### src/rtl/pipe_stage_reg.sv
// Pipeline stage register (ctrl + data bundles) with stall, flush, bubble insertion and optional skid entry; 1-cycle latency.
// Backpressure: SKID=0 gives ready combinationally from ready_i, SKID=1 gives registered ready (~skid_v); stall forces ready low.
module pipe_stage_reg #(
    parameter int CTRL_W = 8,
    parameter int DATA_W = 96,
    parameter int SKID   = 1,
    parameter int CNT_W  = 16
) (
    input  logic              clk_i,
    input  logic              rst_i,
    input  logic              valid_i,
    output logic              ready_o,
    input  logic [CTRL_W-1:0] ctrl_i,
    input  logic [DATA_W-1:0] data_i,
    output logic              valid_o,
    input  logic              ready_i,
    output logic [CTRL_W-1:0] ctrl_o,
    output logic [DATA_W-1:0] data_o,
    input  logic              stall_i,
    input  logic              flush_i,
    input  logic              cnt_clr_i,
    output logic [CNT_W-1:0]  stall_cnt_o
);

    logic              main_v;
    logic [CTRL_W-1:0] main_ctrl;
    logic [DATA_W-1:0] main_data;
    logic              in_xfer;
    logic              out_xfer;
    logic [CNT_W-1:0]  cnt_q;

    assign valid_o  = main_v & ~stall_i;
    assign ctrl_o   = main_v ? main_ctrl : '0;
    assign data_o   = main_data;
    assign in_xfer  = valid_i & ready_o;
    assign out_xfer = valid_o & ready_i;

    generate
        if (SKID != 0) begin : g_skid
            logic              skid_v;
            logic [CTRL_W-1:0] skid_ctrl;
            logic [DATA_W-1:0] skid_data;

            assign ready_o = ~rst_i & ~stall_i & ~skid_v;

            always_ff @(posedge clk_i or posedge rst_i) begin
                if (rst_i) begin
                    main_v    <= 1'b0;
                    main_ctrl <= '0;
                    main_data <= '0;
                    skid_v    <= 1'b0;
                    skid_ctrl <= '0;
                    skid_data <= '0;
                end else if (flush_i) begin
                    main_v    <= 1'b0;
                    main_ctrl <= '0;
                    skid_v    <= 1'b0;
                    skid_ctrl <= '0;
                end else if (!stall_i) begin
                    if (!main_v || out_xfer) begin
                        // The skid beat is older than anything arriving now, so it advances first.
                        if (skid_v) begin
                            main_v    <= 1'b1;
                            main_ctrl <= skid_ctrl;
                            main_data <= skid_data;
                            skid_v    <= in_xfer;
                            skid_ctrl <= in_xfer ? ctrl_i : '0;
                            if (in_xfer) begin
                                skid_data <= data_i;
                            end
                        end else begin
                            main_v    <= in_xfer;
                            main_ctrl <= in_xfer ? ctrl_i : '0;
                            if (in_xfer) begin
                                main_data <= data_i;
                            end
                        end
                    end else if (in_xfer) begin
                        skid_v    <= 1'b1;
                        skid_ctrl <= ctrl_i;
                        skid_data <= data_i;
                    end
                end
            end
        end else begin : g_single
            assign ready_o = ~rst_i & ~stall_i & (~main_v | ready_i);

            always_ff @(posedge clk_i or posedge rst_i) begin
                if (rst_i) begin
                    main_v    <= 1'b0;
                    main_ctrl <= '0;
                    main_data <= '0;
                end else if (flush_i) begin
                    main_v    <= 1'b0;
                    main_ctrl <= '0;
                end else if (!stall_i) begin
                    if (in_xfer) begin
                        main_v    <= 1'b1;
                        main_ctrl <= ctrl_i;
                        main_data <= data_i;
                    end else if (out_xfer) begin
                        main_v    <= 1'b0;
                        main_ctrl <= '0;
                    end
                end
            end
        end
    endgenerate

    // Counts hazard holds and downstream back-pressure alike; sticks at all-ones.
    always_ff @(posedge clk_i or posedge rst_i) begin
        if (rst_i) begin
            cnt_q <= '0;
        end else if (cnt_clr_i) begin
            cnt_q <= '0;
        end else if ((stall_i || (valid_o && !ready_i)) && (cnt_q != {CNT_W{1'b1}})) begin
            cnt_q <= cnt_q + {{(CNT_W-1){1'b0}}, 1'b1};
        end
    end

    assign stall_cnt_o = cnt_q;

endmodule

### config.mk
export PLATFORM = sky130hd
export DESIGN_NAME = pipe_stage_reg
export DESIGN_NICKNAME = d
export VERILOG_FILES = /design/src/rtl/pipe_stage_reg.sv
export SDC_FILE = /design/constraint.sdc
export NUM_CORES = 1
export LEC_CHECK = 0
export CORE_MARGIN = 2
export CORE_UTILIZATION = 45
export CTS_BUF_LIST = sky130_fd_sc_hd__clkbuf_16
export DETAILED_ROUTE_END_ITERATION = 12
export GPL_TIMING_DRIVEN = 0
export MAX_ROUTING_LAYER = met4
export PLACE_DENSITY = 0.76
export SYNTH_ARGS = -nofsm -noshare
export SYNTH_HDL_FRONTEND = slang
export SYNTH_SLANG_ARGS = --single-unit
### constraint.sdc
create_clock -name clk_i -period 6.65 [get_ports clk_i]
set_input_delay 0.9975 -clock clk_i [delete_from_list [all_inputs] [get_ports clk_i]]
set_output_delay 0.9975 -clock clk_i [all_outputs]
set_load 0.02 [all_outputs]
==> results by group, run 1 <==
Timing
  – FMAX: 257.3 MHz
  – Worst Skew: 0.006228 ns
  – Relative slew slack: 31.50%
  – Slew Viols, Final: 0
  – Fin. Hold Viols: 0
  – RSZ-0062 raised after global routing: no
  – Min Tclk post-route: 3.886 ns
  – Total negative setup slack: 0 ns
  – Fin crit share: 58.44%
  – Final Setup Violations: 0
  – Worst slew pin tran: 1.018 ns
  – Final worst setup slack: 2.764 ns

Place
  – Final HPWL DP: 17,030 um
  – RD Place Congestion: 0.8233
  – Pre-CTS setup slack: about 2.8 ns
  – I/O Buffers: 231

Clock tree
  – Clock Latency Late Sink: 0.51 ns
  – CTS tree: built
  – Root buffer cell: clkbuf_16
  – Worst-case clock buffer depth: 3
  – Clock sinks: 226
  – CTS resizes: 0
  – Clock slew at reported path FFs: 0.06 ns
  – Setup Buffers After CTS: 0
  – H-Tree Depth: 1
  – Cts hold-fix bufs: 0
  – CTS Buf Count: 25

Worst setup path
  – CP Max Fanout: 10
  – R2R Setup Slk: 3.80 ns
  – Launch point of the worst path: g_skid.skid_v
  – Setup crit end kind: output pin
  – Arrival time at the worst endpoint: 2.89 ns
  – Critical setup path kind: flip-flop to output pin
  – Reg2reg end: g_skid.skid_data[61]
  – Critical R2R Launch: g_skid.skid_v
  – R2r worst-path depth: 6
  – CP Launch Type: flip-flop
  – Worst Path Required: 5.65 ns

Routing
  – Vias: between 7,000 and 8,000
  – Post-route ant nets: 0
  – 1st-pass router iterations: 5
  – Initial DRC count: 302
  – Final WL: 24,690 um
  – Post-DR vias/cell: 5.232
  – Drt drc: 0
  – Wire per inst: 18.29 um

Job
  – Max_cap viols: 0

Power
  – PwrDens: around 290 mW/mm^2
  – IR drop worst, VDD: ~0.00022 V
  – LEAKAGE: around 5.7 nW
  – Total power: 3.785 mW

Floorplanning
  – Row count: 53
  – I/O pin count: between 200 and 250
  – Total Die Area: approximately 0.023 mm^2
  – Starting Density: 46.02%
  – DIE WIDTH: between 150 and 200 um
  – Die height: 151.1 um
  – Core ar.: 0.02115 mm^2

Synthesis
  – Post-Syn Area: 0.009734 mm^2
  – Part of the Yosys area used for sequential elements: 58.10%
  – Synth warn: 0
  – Post-synthesis register bit count: 226
  – Async set-reset flop share out of synthesis: 100.0%
  – Syn nets: 905
  – Top cells by area, synth: dfrtp_1, mux2_2, mux2i_1
  – Cell accounting for the most synthesized area: dfrtp_1
  – Most numerous cell in the Yosys netlist: dfrtp_1
  – Mapped Avg Cell Area: 12.28 um^2
  – Yosys cell types: 40
  – Cells after Synth: 793
  – Most used DFF post-synth: dfrtp_1
  – Number of synthesized flops with an enable pin: 0
  – Area share of the largest cell type after synthesis: 58.10%
  – Commonest cells post-synth: dfrtp_1, nor2_1, a21oi_1, mux2_2, mux2i_1

Global route
  – Vias in the first global route: 7,400
  – Largest net degree at the start of global routing: 43
  – GR Overflow Total: 0
  – Initial antenna violation count: 0
  – Overall Global Routing Usage: 22.34%
  – Global-route wire length before repair: roughly 39,000 um

Cells and area
  – Nets: 1,169
  – # diodes: 0
  – Syn-to-layout area delta: 36.18%
  – Layout cells sized above 1: 17.12%
  – Fin util: approximately 63%

Hold path
  – Tightest Hold Check Type: flip-flop to flip-flop
  – Min-Delay Startpoint: g_skid.skid_data[4]
  – Worst hold endpoint: g_skid.skid_data[4]
  – Hold path depth: 1

Run status
  – Status: complete, no violations
-- worst max-delay path: stages, from the launching register on --
cell and delay, ns:
dfrtp_1 0.32, buf_2 0.26, buf_2 0.36, buf_1 0.65
nor3_1 0.20, clkdlybuf4s50_1 0.59
-- power by group --
group	internal (mW)	total, mW	switching (mW)	leakage [nW]
combinational	0.429	0.842	0.413	2.43
clock	0.718	1.26	0.546	0.384
sequential	1.57	1.68	0.111	2.88
total	2.72	3.78	1.07	5.70
-- cells by family after synthesis --
logic type / Yosys count / share of synthesized area [%]
and+or+nand+nor: 162 / 7.635
DFF: 226 / 58.10
adders and majority gates: 1 / 0.1285
buffers and inverters: 56 / 2.995
AOI/OAI and AO/OA: 142 / 8.560
muxes: 206 / 22.58
-- flip-flops by register name, summed over array words and instances (netlist names) --
signal,flops
data_o,96
g_skid.skid_data,96
stall_cnt_o,16
g_skid.skid_ctrl,8
main_ctrl,8
g_skid.skid_v,1
main_v,1
-- worst max path at each step --
| stage | endpoint | slack, ns | cells past startpoint |
|---|---|---|---|
| final | ready_o | 2.76 | 5 |
| after global routing | ready_o | 2.64 | 5 |
| after detailed placement | g_skid.skid_data[61] | 2.77 | 6 |
| after global placement | g_skid.skid_data[14] | 0.80 | 2 |
| after floorplan | data_o[0] | 2.70 | 1 |
| after CTS | ready_o | 2.71 | 5 |
-- cell type report --
class,count,area [um^2]
plain buffers,50,269.0
clock buffers,25,625.6
clock inverters,20,116.4
fillers,1673,7898
inverters,6,26.28
multi-input cells,511,3787
flip-flops and latches,226,5655
well taps,275,344.1
repair buffers,237,2432
-- stage by stage --
| stage | hold WS (ns) | std cells | cell area, um^2 |
|---|---|---|---|
| 3_3_place_gp | 0.4681 | 1299 | 12390 |
| 5_1_grt | 0.5081 | 1350 | 13260 |
| 2_1_floorplan | 0.4578 | 793 | 9738 |
| 4_1_cts | 0.4886 | 1350 | 13260 |
| 3_5_place_dp | 0.4748 | 1305 | 12510 |
| 6_report | 0.4849 | 1350 | 13260 |
-- per-layer routing --
layer  GRT usage (%)  wire (um)
met1           29.60      10920
met2           35.68      11780
met3           4.548       1404
met4           5.421        581
met5               -          0
-- layout by cell type, fill, tap and decap left out, types with 10 or more instances in the layout --
cell type,synthesis,final
clkdlybuf4s50_1,0,231
dfrtp_1,226,226
nor2_1,107,107
mux2_2,104,104
a21oi_1,104,104
mux2i_1,97,97
clkbuf_16,0,25
buf_2,20,20
a22o_1,16,16
buf_4,15,15
clkbuf_1,13,13
inv_1,6,10
(Power assumes the default switching activity.)
==> run 2: changes to the inputs <==
==> constraint.sdc (replaced) <==
create_clock -name clk_i -period 3.25 [get_ports clk_i]
set_input_delay 0.4875 -clock clk_i [delete_from_list [all_inputs] [get_ports clk_i]]
set_output_delay 0.4875 -clock clk_i [all_outputs]
set_load 0.02 [all_outputs]
==> results by group, run 2 (same netlist as run 1, synthesis figures left out) <==
Run status
  – Status: complete, no violations

Worst setup path
  – Setup crit end kind: output pin
  – Crit-path cells: buf_2, buf_2, nor3_1, clkdlybuf4s50_1
  – R2r worst-path depth: 6 (unchanged)
  – Slowest-stage cell, CP: clkdlybuf4s50_1
  – Crit-path max cell delay: 0.67 ns (+0.02 ns)
  – Critical setup path kind: flip-flop to output pin
  – Reg2reg end: g_skid.skid_data[61]
  – CP Launch Type: flip-flop
  – Cell family with most CP delay: buffers and inverters
  – Worst Path Required: 2.76 ns (-2.89 ns)
  – CP Max Fanout: 19 (+9)
  – Most used cell, CP: buf_2
  – Arrival time at the worst endpoint: 2.46 ns (-0.43 ns)
  – R2R Setup Slk: 0.39 ns (-3.41 ns)
  – Critical R2R Launch: g_skid.skid_v
  – Buf/Inv on CP: 3 (-1)

Hold path
  – Min-Delay Startpoint: g_skid.skid_data[4]
  – Hold path depth: 1 (unchanged)
  – Tightest Hold Check Type: flip-flop to flip-flop
  – Worst hold endpoint: g_skid.skid_data[4]

Floorplanning
  – Core ar.: 0.02115 mm^2 (unchanged)
  – Total Die Area: 0.02282 mm^2 (unchanged)
  – DIE WIDTH: 151.1 um (unchanged)
  – Row count: 53 (unchanged)
  – Starting Density: 46.02% (unchanged)
  – I/O pin count: 233 (unchanged)
  – Die height: 151.1 um (unchanged)

Routing
  – 1st-pass router iterations: 5 (unchanged)
  – Wire per inst: 18.28 um (about the same)
  – Final WL: 24,660 um (about the same)
  – Drt drc: 0 (unchanged)
  – Post-route ant nets: 0 (unchanged)
  – Vias: 7,070 (+0.099%)
  – Initial DRC count: 364 (+21%)
  – Post-DR vias/cell: 5.241 (+0.17%)

Place
  – Final HPWL DP: 17,030 um (unchanged)
  – RD Place Congestion: 0.8233 (unchanged)
  – Placement-stage cell area: 0.01251 mm^2 (unchanged)
  – Pre-CTS setup slack: -0.1168 ns (-2.890 ns)
  – I/O Buffers: 231 (unchanged)

Job
  – Max_cap viols: 0 (unchanged)

Clock tree
  – Setup Buffers After CTS: 0 (unchanged)
  – CTS resizes: 0 (unchanged)
  – Clock sinks: 226 (unchanged)
  – Worst-case clock buffer depth: 3 (unchanged)
  – H-Tree Depth: 1 (unchanged)
  – Clock Latency Late Sink: 0.51 ns (about the same)
  – Root buffer cell: clkbuf_16
  – Clock slew at reported path FFs: 0.06 ns (about the same)
  – Cts hold-fix bufs: 0 (unchanged)
  – CTS Buf Count: 25 (unchanged)
  – CTS tree: built

Timing
  – RSZ-0062 raised after global routing: no
  – Slew Viols, Final: 0 (unchanged)
  – Relative slew slack: 32.07% (+0.56 points)
  – FMAX: 339.0 MHz
  – Fin. Hold Viols: 0 (unchanged)
  – Fin crit share: between 90% and 100%
  – Min Hold Slack: 0.4849 ns (-0.000003000 ns)
  – Worst Skew: 0.007678 ns (+0.001450 ns)
  – Final Setup Violations: 0 (unchanged)
  – Final worst setup slack: 0.3003 ns (-2.463 ns)
  – Min Tclk post-route: 2.950 ns
  – Total negative setup slack: 0 ns (unchanged)
  – Worst slew pin tran: 1.010 ns (-0.008389 ns)

Cells and area
  – Fill count: 1,672 (-0.060%)
  – Nets: 1,168 (-0.086%)
  – Syn-to-layout area delta: 36.14% (about the same)
  – Commonest non-fill, non-tap cells in the layout: clkdlybuf4s50_1, dfrtp_1, nor2_1
  – Layout cells sized above 1: 17.13% (about the same)
  – Commonest non-fill, non-tap cell in the layout: clkdlybuf4s50_1
  – # diodes: 0 (unchanged)
  – Final instance area: 0.01325 mm^2 (about the same)

Global route
  – Vias in the first global route: 7,387 (-0.18%)
  – Largest net degree at the start of global routing: 43 (unchanged)
  – Overall Global Routing Usage: 22.29% (-0.054 points)
  – Global-route wire length before repair: 39,010 um (-0.21%)
  – Initial antenna violation count: 0 (unchanged)
  – GR Overflow Total: 0 (unchanged)

Power
  – PwrDens: 584.4 mW/mm^2 (+100%)
  – LEAKAGE: 5.698 nW (about the same)
  – IR drop worst, VDD: 0.0004440 V (+100%)
==> run 2: cell types whose count changed in the layout (fill, tap and decap cells not counted), sizes merged <==
| cell | previous run | this run |
|---|---|---|
| buf | 43 | 42 |
==> run 2: layout make-up <==
class / instances / area (um^2) / area share, %
flip-flops and latches: 226 / 5655 / 42.67
inverters: 6 / 26.28 / 0.1983
clock buffers: 25 / 625.6 / 4.721
multi-input cells: 511 / 3787 / 28.58
plain buffers: 49 / 265.3 / 2.002
well taps: 275 / 344.1 / 2.596
clock inverters: 20 / 116.4 / 0.8780
repair buffers: 237 / 2432 / 18.35
==> run 2: worst max-delay path by stage <==
stage                            to          start  slack (ns)  depth (start not counted)
5_1_grt                     ready_o  g_skid.skid_v        0.25                          4
3_3_place_gp   g_skid.skid_data[14]          rst_i       -2.09                          2
3_5_place_dp   g_skid.skid_data[61]          rst_i       -0.12                          6
2_1_floorplan             data_o[0]          rst_i       -0.19                          1
4_1_cts                     ready_o  g_skid.skid_v        0.29                          4
6_report                    ready_o  g_skid.skid_v        0.30                          4
==> run 2: stage by stage <==
step           total power, mW  util [%]  cells
3_3_place_gp             5.155     58.59   1299
2_1_floorplan            4.270         -    793
4_1_cts                  7.825     62.65   1349
5_1_grt                  8.111     62.65   1349
6_report                 7.744     62.65   1349
3_5_place_dp             5.213     59.16   1305
==> run 2: metal layers <==
metal,wire length (um),track usage (%),vias to the layer above
met1,10860,29.52,3481
met4,580,5.374,0
met3,1448,4.548,46
met5,0,-,-
li1,-,-,3330
met2,11780,35.61,213
==> run 2: worst reg2reg max path: cells and delay by family, from the launching register on <==
family	cells	cell delay, ns
flops	1	0.36
buf+inv	3	0.92
simple gates	2	1.12
mux	1	0.35
==> run 2: power breakdown <==
group | switching (mW) | leakage [nW] | internal (mW) | total, mW
combinational | 0.845 | 2.43 | 0.879 | 1.72
clock | 1.12 | 0.384 | 1.47 | 2.59
sequential | 0.227 | 2.88 | 3.21 | 3.43
